`config.mk`:
```
export PLATFORM = sky130hd
export DESIGN_NAME = spi_regfile_periph
export DESIGN_NICKNAME = d
export VERILOG_FILES = /design/src/rtl/spi_regfile_pkg.sv /design/src/rtl/spi_sync_edge.sv /design/src/rtl/spi_regfile_periph.sv
export SDC_FILE = /design/constraint.sdc
export NUM_CORES = 1
export LEC_CHECK = 0
export ABC_CLOCK_PERIOD_IN_PS = 4850
export CAP_MARGIN = 20
export CORE_ASPECT_RATIO = 0.6
export CORE_MARGIN = 5
export CORE_UTILIZATION = 45
export CTS_BUF_LIST = sky130_fd_sc_hd__clkbuf_4 sky130_fd_sc_hd__clkbuf_8
export DETAILED_ROUTE_END_ITERATION = 8
export PLACE_DENSITY_LB_ADDON = 0.08
export SLEW_MARGIN = 20
export SYNTH_ARGS = -nofsm -noshare
export SYNTH_HDL_FRONTEND = slang
export SYNTH_SLANG_ARGS = --single-unit
```
`constraint.sdc`:
```
create_clock -name clk -period 4.85 [get_ports clk]
set_input_delay 0.485 -clock clk [delete_from_list [all_inputs] [get_ports clk]]
set_output_delay 0.485 -clock clk [all_outputs]
set_load 0.02 [all_outputs]
```
`src/rtl/spi_regfile_pkg.sv`:
```
// Shared frame-layout helpers for the SPI register-file peripheral.
// Bit positions are within the complete, MSB-first frame as held in the shift register.
package spi_regfile_pkg;

  localparam logic RW_WRITE = 1'b1;
  localparam logic RW_READ  = 1'b0;

  localparam int DATA_LSB = 0;

  function automatic int frame_width(input int addr_w, input int data_w);
    return 1 + addr_w + data_w;
  endfunction

  function automatic int rw_pos(input int addr_w, input int data_w);
    return addr_w + data_w;
  endfunction

  function automatic int addr_lsb(input int data_w);
    return data_w;
  endfunction

endpackage

```
`src/rtl/spi_sync_edge.sv`:
```
// Two-flop synchroniser for one SPI pin, plus a delay flop and registered edge pulses.
// The level output is the delayed copy, so it lines up in time with the edge pulses.
module spi_sync_edge #(
  parameter logic RST_VAL = 1'b0
) (
  input  logic clk,
  input  logic rst_n,
  input  logic din,
  output logic level,
  output logic rise,
  output logic fall
);

  logic meta;
  logic sync;
  logic dly;

  always_ff @(posedge clk) begin
    if (!rst_n) begin
      meta <= RST_VAL;
      sync <= RST_VAL;
      dly  <= RST_VAL;
      rise <= 1'b0;
      fall <= 1'b0;
    end else begin
      meta <= din;
      sync <= meta;
      dly  <= sync;
      rise <= sync & ~dly;
      fall <= ~sync & dly;
    end
  end

  assign level = dly;

endmodule

```
`src/rtl/spi_regfile_periph.sv`:
```
// SPI mode-0 register-file peripheral: writes commit on nCS deselect when the frame is
// exactly FRAME_W bits; reads return the addressed register on CIPO during the data phase.
module spi_regfile_periph
  import spi_regfile_pkg::*;
#(
  parameter int NUM_REGS = 5,
  parameter int ADDR_W   = 7,
  parameter int DATA_W   = 8
) (
  input  logic                       clk,
  input  logic                       rst_n,
  input  logic                       COPI,
  input  logic                       SCLK,
  input  logic                       nCS,
  output logic                       CIPO,
  output logic                       cipo_oe,
  output logic [NUM_REGS*DATA_W-1:0] reg_out,
  output logic                       wr_strobe,
  output logic [ADDR_W-1:0]          wr_addr,
  output logic [7:0]                 err_cnt
);

  localparam int FRAME_W  = frame_width(ADDR_W, DATA_W);
  localparam int CNT_W    = $clog2(FRAME_W + 2);
  localparam int RW_POS   = rw_pos(ADDR_W, DATA_W);
  localparam int ADDR_LSB = addr_lsb(DATA_W);

  localparam logic [CNT_W-1:0]  CNT_ONE     = CNT_W'(1);
  localparam logic [CNT_W-1:0]  CNT_FULL    = CNT_W'(FRAME_W);
  localparam logic [CNT_W-1:0]  CNT_OVER    = CNT_W'(FRAME_W + 1);
  localparam logic [CNT_W-1:0]  CNT_ADDR    = CNT_W'(1 + ADDR_W);
  localparam logic [CNT_W-1:0]  CNT_ADDR_M1 = CNT_W'(ADDR_W);
  localparam logic [ADDR_W:0]   NUM_REGS_V  = (ADDR_W + 1)'(NUM_REGS);

  logic ncs_lvl, ncs_rise, ncs_fall;
  logic sclk_rise, sclk_fall;
  logic copi_lvl;
  logic unused_sclk_lvl, unused_copi_rise, unused_copi_fall;

  spi_sync_edge #(.RST_VAL(1'b1)) u_sync_ncs (
    .clk   (clk),
    .rst_n (rst_n),
    .din   (nCS),
    .level (ncs_lvl),
    .rise  (ncs_rise),
    .fall  (ncs_fall)
  );

  spi_sync_edge #(.RST_VAL(1'b0)) u_sync_sclk (
    .clk   (clk),
    .rst_n (rst_n),
    .din   (SCLK),
    .level (unused_sclk_lvl),
    .rise  (sclk_rise),
    .fall  (sclk_fall)
  );

  spi_sync_edge #(.RST_VAL(1'b0)) u_sync_copi (
    .clk   (clk),
    .rst_n (rst_n),
    .din   (COPI),
    .level (copi_lvl),
    .rise  (unused_copi_rise),
    .fall  (unused_copi_fall)
  );

  logic [DATA_W-1:0]  bank [NUM_REGS];
  logic [FRAME_W-1:0] sr;
  logic [FRAME_W-1:0] sr_next;
  logic [CNT_W-1:0]   cnt;
  logic [DATA_W-1:0]  rd_sr;
  logic [DATA_W-1:0]  rd_val;
  logic               active;
  logic               armed;
  logic [1:0]         warm;

  logic               frm_rw;
  logic [ADDR_W-1:0]  frm_addr;
  logic [DATA_W-1:0]  frm_data;
  logic               addr_ok;
  logic               frame_start;
  logic               frame_end;
  logic               commit;
  logic               discard;

  assign sr_next  = {sr[FRAME_W-2:0], copi_lvl};
  assign frm_rw   = sr[RW_POS];
  assign frm_addr = sr[ADDR_LSB +: ADDR_W];
  assign frm_data = sr[DATA_LSB +: DATA_W];
  assign addr_ok  = {1'b0, frm_addr} < NUM_REGS_V;

  // A frame in flight when reset releases must not start until nCS has been seen high.
  assign frame_start = ncs_fall && armed;
  assign frame_end   = ncs_rise && active;
  assign commit      = frame_end && (cnt == CNT_FULL) && (frm_rw == RW_WRITE) && addr_ok;
  assign discard     = frame_end && (cnt != CNT_FULL);

  // Read data is looked up from the address as it completes, i.e. from the next shift value.
  always_comb begin
    rd_val = '0;
    for (int i = 0; i < NUM_REGS; i++) begin
      if (sr_next[ADDR_W-1:0] == ADDR_W'(i)) rd_val = bank[i];
    end
  end

  always_ff @(posedge clk) begin
    if (!rst_n) begin
      for (int i = 0; i < NUM_REGS; i++) bank[i] <= '0;
    end else if (commit) begin
      for (int i = 0; i < NUM_REGS; i++) begin
        if (frm_addr == ADDR_W'(i)) bank[i] <= frm_data;
      end
    end
  end

  always_ff @(posedge clk) begin
    if (!rst_n) begin
      active    <= 1'b0;
      armed     <= 1'b0;
      warm      <= 2'd3;
      cnt       <= '0;
      sr        <= '0;
      rd_sr     <= '0;
      cipo_oe   <= 1'b0;
      wr_strobe <= 1'b0;
      wr_addr   <= '0;
      err_cnt   <= '0;
    end else begin
      wr_strobe <= commit;
      if (commit) wr_addr <= frm_addr;
      if (discard && err_cnt != 8'hFF) err_cnt <= err_cnt + 8'd1;

      if (warm != 2'd0) warm <= warm - 2'd1;
      else if (ncs_lvl) armed <= 1'b1;

      if (frame_start) begin
        active  <= 1'b1;
        cnt     <= '0;
        sr      <= '0;
        rd_sr   <= '0;
        cipo_oe <= 1'b0;
      end else if (frame_end) begin
        active  <= 1'b0;
        rd_sr   <= '0;
        cipo_oe <= 1'b0;
      end else if (active && sclk_rise) begin
        if (cnt < CNT_FULL) begin
          sr  <= sr_next;
          cnt <= cnt + CNT_ONE;
          if (cnt == CNT_ADDR_M1 && sr_next[ADDR_W] == RW_READ) begin
            rd_sr   <= rd_val;
            cipo_oe <= 1'b1;
          end
        end else if (cnt != CNT_OVER) begin
          cnt <= cnt + CNT_ONE;
        end
      end else if (active && sclk_fall && cipo_oe && cnt > CNT_ADDR) begin
        // The fall right after the address keeps the MSB up for the first data rise.
        rd_sr <= rd_sr << 1;
      end
    end
  end

  for (genvar g = 0; g < NUM_REGS; g++) begin : g_out
    assign reg_out[g*DATA_W +: DATA_W] = bank[g];
  end

  assign CIPO = rd_sr[DATA_W-1];

endmodule

```
==> flow_summary.ini, run 1 <==
[run_status]
status = finished clean

[timing]
fin_crit_sh = 0.6042
fin_skew_ps = 12.92
finalSetupViolCount = 0
hold_viol_final = 0
worst_pin_slew_ps = 903.2
relSlewSlack = 0.3946
period_needed_ps = 2930
maxSlewViolCount = 0
rsz0062_at_grt = false
holdWs_ps = 414.4
fin_tns_setup_ps = 0
fmax_mhz = 341.3

[clocking]
postCtsResizedCells = 0
h-tree-depth = 3
clk_pin_slew_worst_paths_ps = 90
cts.sinks = 103
cts_hold_buf = 0
cts_setup_buffers = 0
tritoncts = yes
cts_made_buffers = 9
clockRootBuffer = clkbuf_8
clockBufferDepth = 2
clock_latency_ps = 360

[yosys]
synth_area_leaders = dfxtp_1 (31%), edfxtp_1 (29%), nand2_1 (4.5%), a21oi_1 (4.5%), nor2_1 (2.8%)
synthDistinctLibCells = 51
syn_avg_cell_area_um2 = 10.70
synthesis.nets = 396
ys_warn_count = 0
async_flop_share = 0
synth-seq-area-share = 0.5964
synth_area_um2 = 4129
yosys.area.top_type = dfxtp_1
synth_top_area_frac = 0.3055
ys.flop_type = dfxtp_1
synth_edf_count = 40
synth_seq_cells = 103
synthCells = 386

[floorplanning]
floorplan.initialDensity = 0.4561
die_w_um = 133.7
die-area_um2 = 11250
core_um2 = 9054
die_h_um = 84.20
ios = 63
row_count = 27

[critical_path]
end_kind = register
crit_arrival_ps = 3210
criticalPathCategory = primary input to register
worstPathRequired_ps = 5130
startpoint_type = primary input
crit_fanout = 25

[detailed_routing]
vias = 3001
avgViaCountPerCell = 5.293
drc = 0
ant_nets = 0
drtIter0Drc = 231
routed_wl_mm = 9.846
dr.pass1.iters = 5
routedWlPerCell_um = 17.37

[grt]
grt_start_max_net_pins = 26
grtUsageTotal = 0.1826
antenna_found_initial = 0
grt_pass1_wl_mm = 16.01
gr-total-overflow = 0
grt_pass1_vias = 3004

[finish]
final_common_cell = dfxtp_1
layout_common_cells = dfxtp_1 (63), clkdlybuf4s50_1 (62), nand2_1 (50), edfxtp_1 (40), a21oi_1 (37)
area_delta_synth_final_pct = 22.64
drive_gt1_frac = 0.07539
nets = 457
nFillCells = 791
stdcell_area_um2 = 5064
antenna_cells = 0

[placed_design]
portBuffers = 62
gp_congestion = 0.8639
place_area_um2 = 4860
dp_hpwl_mm = 6.871

[pwr]
peakVddDrop_uv = 136.2
p_per_area_nw_per_um2 = 309.6
power_leakage_uw = 0.001881

[hold_path]
hold_class = register to register

[job]
max_cap_viol_count = 0
==> layout make-up <==
| cell class | count | area [µm²] | area share |
|---|---|---|---|
| flip-flops and latches | 103 | 2462 | 0.4863 |
| multi-input cells | 247 | 1519 | 0.3000 |
| repair buffers | 68 | 665.6 | 0.1315 |
| clock buffers | 14 | 173.9 | 0.03435 |
| well taps | 116 | 145.1 | 0.02866 |
| inverters | 18 | 67.56 | 0.01334 |
| clock inverters | 1 | 30.03 | 0.005930 |
==> per-stage QoR <==
stage | instances | utilization | setup WS (ps) | power (µW)
2_1_floorplan | 386 | - | 2321 | 995.9
3_3_place_gp | 552 | 0.5368 | 1685 | 1039
3_5_place_dp | 552 | 0.5368 | 1536 | 1039
4_1_cts | 567 | 0.5593 | 1896 | 1583
5_1_grt | 567 | 0.5593 | 1732 | 1630
6_report | 567 | 0.5593 | 1920 | 1567
==> cell usage after synthesis (2+ instances only) <==
master and count:
dfxtp_1 63, nand2_1 50, edfxtp_1 40, a21oi_1 37, nor2_1 31, inv_1 18
and2_1 14, clkbuf_1 11, a22oi_1 8, and3_1 8, nand3b_1 8, nor2b_1 8
a311o_1 7, o221ai_1 7, nand2b_1 6, nand4_1 6, xor2_1 6, ha_1 5
o21ai_0 5, buf_2 4, nand3_1 4, xnor2_1 4, mux2i_1 3, nor4_1 3
buf_6 2, o21a_1 2, o31ai_1 2
==> worst paths after layout <==
| check | start | endpoint | slack (ps) | depth (start not counted) |
|---|---|---|---|---|
| setup / recovery | rst_n | rd_sr[6]$_SDFFE_PP0P_ | 1920 | 7 |
| hold / removal | u_sync_sclk.level$_SDFF_PN0_ | u_sync_sclk.rise$_SDFF_PN0_ | 410 | 1 |
| setup reg to reg | sr[13]$_SDFFE_PP0P_ | bank[0][12]$_DFFE_PP_ | 2220 | 4 |
| hold reg to reg | u_sync_sclk.level$_SDFF_PN0_ | u_sync_sclk.rise$_SDFF_PN0_ | 410 | 1 |
==> flip-flops by register name, indices dropped and copies added (netlist names), 2 cells and up <==
name,flops
sr,16
wr_addr,7
rd_sr,8
cnt,5
warm,2
bank,40
err_cnt,8
==> critical path, cell delays in order <==
cell and delay [ps]:
clkdlybuf4s50_1 450, buf_4 230, a21bo_2 400, a21oi_1 660
nand2_1 390, a311o_1 420, a22oi_1 170
==> metal layers <==
| layer | GRT usage | routed length, µm |
|---|---|---|
| met1 | 0.2848 | 5072 |
| met2 | 0.2417 | 3868 |
| met3 | 0.05928 | 831 |
| met4 | 0.04388 | 74 |
| met5 | 0 | 0 |
==> cells by family after synthesis <==
family          after synthesis  synth area share
fa+ha+maj                     5           0.01515
simple gates                149            0.1855
mux                           4           0.01000
xor+xnor                     10           0.02121
compound gates               79            0.1342
flops                       103            0.5964
buf+inv                      36           0.03757
==> power by group <==
part           internal (µW)  total [µW]  leakage (µW)  switching, µW
sequential               916         928      0.000923           12.1
combinational           39.8        91.2      0.000851           51.4
clock                    282         549      0.000107            266
No activity file was read; power rests on OpenSTA's default activity.
==> run 2, diff against run 1 <==
--- a/config.mk
+++ b/config.mk
@@ -5,7 +5,7 @@
 export SDC_FILE = /design/constraint.sdc
 export NUM_CORES = 1
 export LEC_CHECK = 0
-export ABC_CLOCK_PERIOD_IN_PS = 4850
+export ABC_CLOCK_PERIOD_IN_PS = 2800
 export CAP_MARGIN = 20
 export CORE_ASPECT_RATIO = 0.6
 export CORE_MARGIN = 5
==> constraint.sdc (replaced) <==
create_clock -name clk -period 2.8 [get_ports clk]
set_input_delay 0.28 -clock clk [delete_from_list [all_inputs] [get_ports clk]]
set_output_delay 0.28 -clock clk [all_outputs]
set_load 0.02 [all_outputs]
==> run 2 against run 1 <==
Clock power up 60%. Register-to-register slack got worse by 1700 ps. Sequential cell count did not move. Combinational power up 78%. Critical path type is now register to register. Largest cell class unchanged. Largest power group unchanged.
==> flow_summary.ini, run 2 (synthesized netlist as in run 1, its figures left out) <==
[detailed_routing]
routed_wl_mm = 10.34
ant_nets = 0
dr.pass1.iters = 5
routedWlPerCell_um = 18.08
vias = 3124
drc = 0
avgViaCountPerCell = 5.462
drtIter0Drc = 225

[clocking]
clk_pin_slew_worst_paths_ps = 100
postCtsResizedCells = 0
clockRootBuffer = clkbuf_8
clockBufferDepth = 2
cts.sinks = 103
cts_hold_buf = 0
clock_latency_ps = 380
tritoncts = yes
cts_made_buffers = 9
h-tree-depth = 3
cts_setup_buffers = 0

[finish]
stdcell_count = 572
antenna_cells = 0
largestRegisters = bank (40), sr (16)
stdcell_area_um2 = 5070
layout_common_cells = dfxtp_1 (63), clkdlybuf4s50_1 (62), nand2_1 (50), edfxtp_1 (40), a21oi_1 (37)
seqCellArea_um2 = 2462
top_register = bank
nFillCells = 820
final_common_cell = dfxtp_1
largest_reg_flops = 40
nets = 461
drive_gt1_frac = 0.08553
multiInputGateArea_um2 = 1519
area_delta_synth_final_pct = 22.79

[critical_path]
worstPathRequired_ps = 2890
crit_slowest_cell = nand4_1
crit_arrival_ps = 2400
timing.critical_path.mode_cell = inv_1
cpPeakStageDelay_ps = 460
criticalPathCategory = register to register
crit_fanout = 14
end_kind = register
path_cells = inv_1, ha_1, and4bb_4, nand4_1, inv_1, nand2_1, o21ai_0, buf_4
startpoint_type = register

[job]
max_cap_viol_count = 0

[timing]
fin_crit_sh = 0.8263
fin_ws_ps = 486.5
rsz0062_at_grt = false
maxSlewViolCount = 0
fin_skew_ps = 11.97
finalSetupViolCount = 0
relSlewSlack = 0.3411
fin_tns_setup_ps = 0
fmax_mhz = 432.2
hold_viol_final = 0
worst_pin_slew_ps = 983.0
period_needed_ps = 2314

[pwr]
p_per_area_nw_per_um2 = 522.6
power_leakage_uw = 0.001886
peakVddDrop_uv = 224.7

[placed_design]
dp.cells = 556
place_area_um2 = 4890
gp_congestion = 0.7976
portBuffers = 62
pre_cts_ws_ps = 533.5
dp_hpwl_mm = 7.265

[floorplanning]
row_count = 27
floorplan.initialDensity = 0.4561
core_um2 = 9054
ios = 63
die_h_um = 84.20
die_w_um = 133.7
die-area_um2 = 11250

[grt]
grt_pass1_wl_mm = 16.25
antenna_found_initial = 0
grtUsageTotal = 0.1889
grt_pass1_vias = 2887
gr-total-overflow = 0
grt_start_max_net_pins = 25

[hold_path]
hold_class = register to register

[run_status]
status = finished clean
-- run 2: cell count changes in the layout (fill, tap and decap cells not counted), sizes merged --
| cell | delta |
|---|---|
| inv | +5 |
| buf | +4 |
| clkbuf | -4 |
| bufinv | -1 |
| clkinvlp | +1 |
-- run 2: cell type report --
type / count / area share
sequential: 103 / 0.4857
clock inverter: 6 / 0.009625
clock buffer: 10 / 0.02591
multi-input combinational: 247 / 0.2996
tap: 116 / 0.02863
inverter: 18 / 0.01333
timing repair buffer: 72 / 0.1372
-- run 2: report_power, final --
part	internal [µW]	leakage, µW	switching, µW	total, µW
sequential	1590	0.000923	21.2	1610
combinational	71.2	0.000872	90.4	162
clock	348	0.0000920	533	880
-- run 2: worst paths after layout --
kind / start / to / slack (ps) / cells after the start
worst max-delay path: cnt[1]$_SDFFE_PP0P_ / bank[0][8]$_DFFE_PP_ / 490 / 8
worst min-delay path: u_sync_sclk.level$_SDFF_PN0_ / u_sync_sclk.rise$_SDFF_PN0_ / 420 / 1
worst max register to register: cnt[1]$_SDFFE_PP0P_ / bank[0][8]$_DFFE_PP_ / 490 / 8
worst min register to register: u_sync_sclk.level$_SDFF_PN0_ / u_sync_sclk.rise$_SDFF_PN0_ / 420 / 1
-- run 2: metrics by stage --
stage	hold slack, ps	total power [µW]	utilization
floorplan	375.3	1725	-
CTS	429.0	2681	0.5600
global placement	390.6	1803	0.5401
finish	424.2	2649	0.5600
detailed placement	415.1	1803	0.5401
global route	449.4	2758	0.5600
-- run 2: critical path, delay by kind of cell (launching register included) --
family | cells | cell delay (ps)
simple gates | 3 | 850
buf+inv | 3 | 470
flops | 1 | 350
compound gates | 1 | 200
fa+ha+maj | 1 | 160
-- run 2: layer usage --
layer  up-vias  wire length, µm  track usage  share of wire
met2       132             4006       0.2353           0.39
met4         0              100      0.04202         0.0097
li1       1495                -            -              -
met5         -                0            0              0
met3        12              864      0.07006          0.084
met1      1485             5372       0.3031           0.52
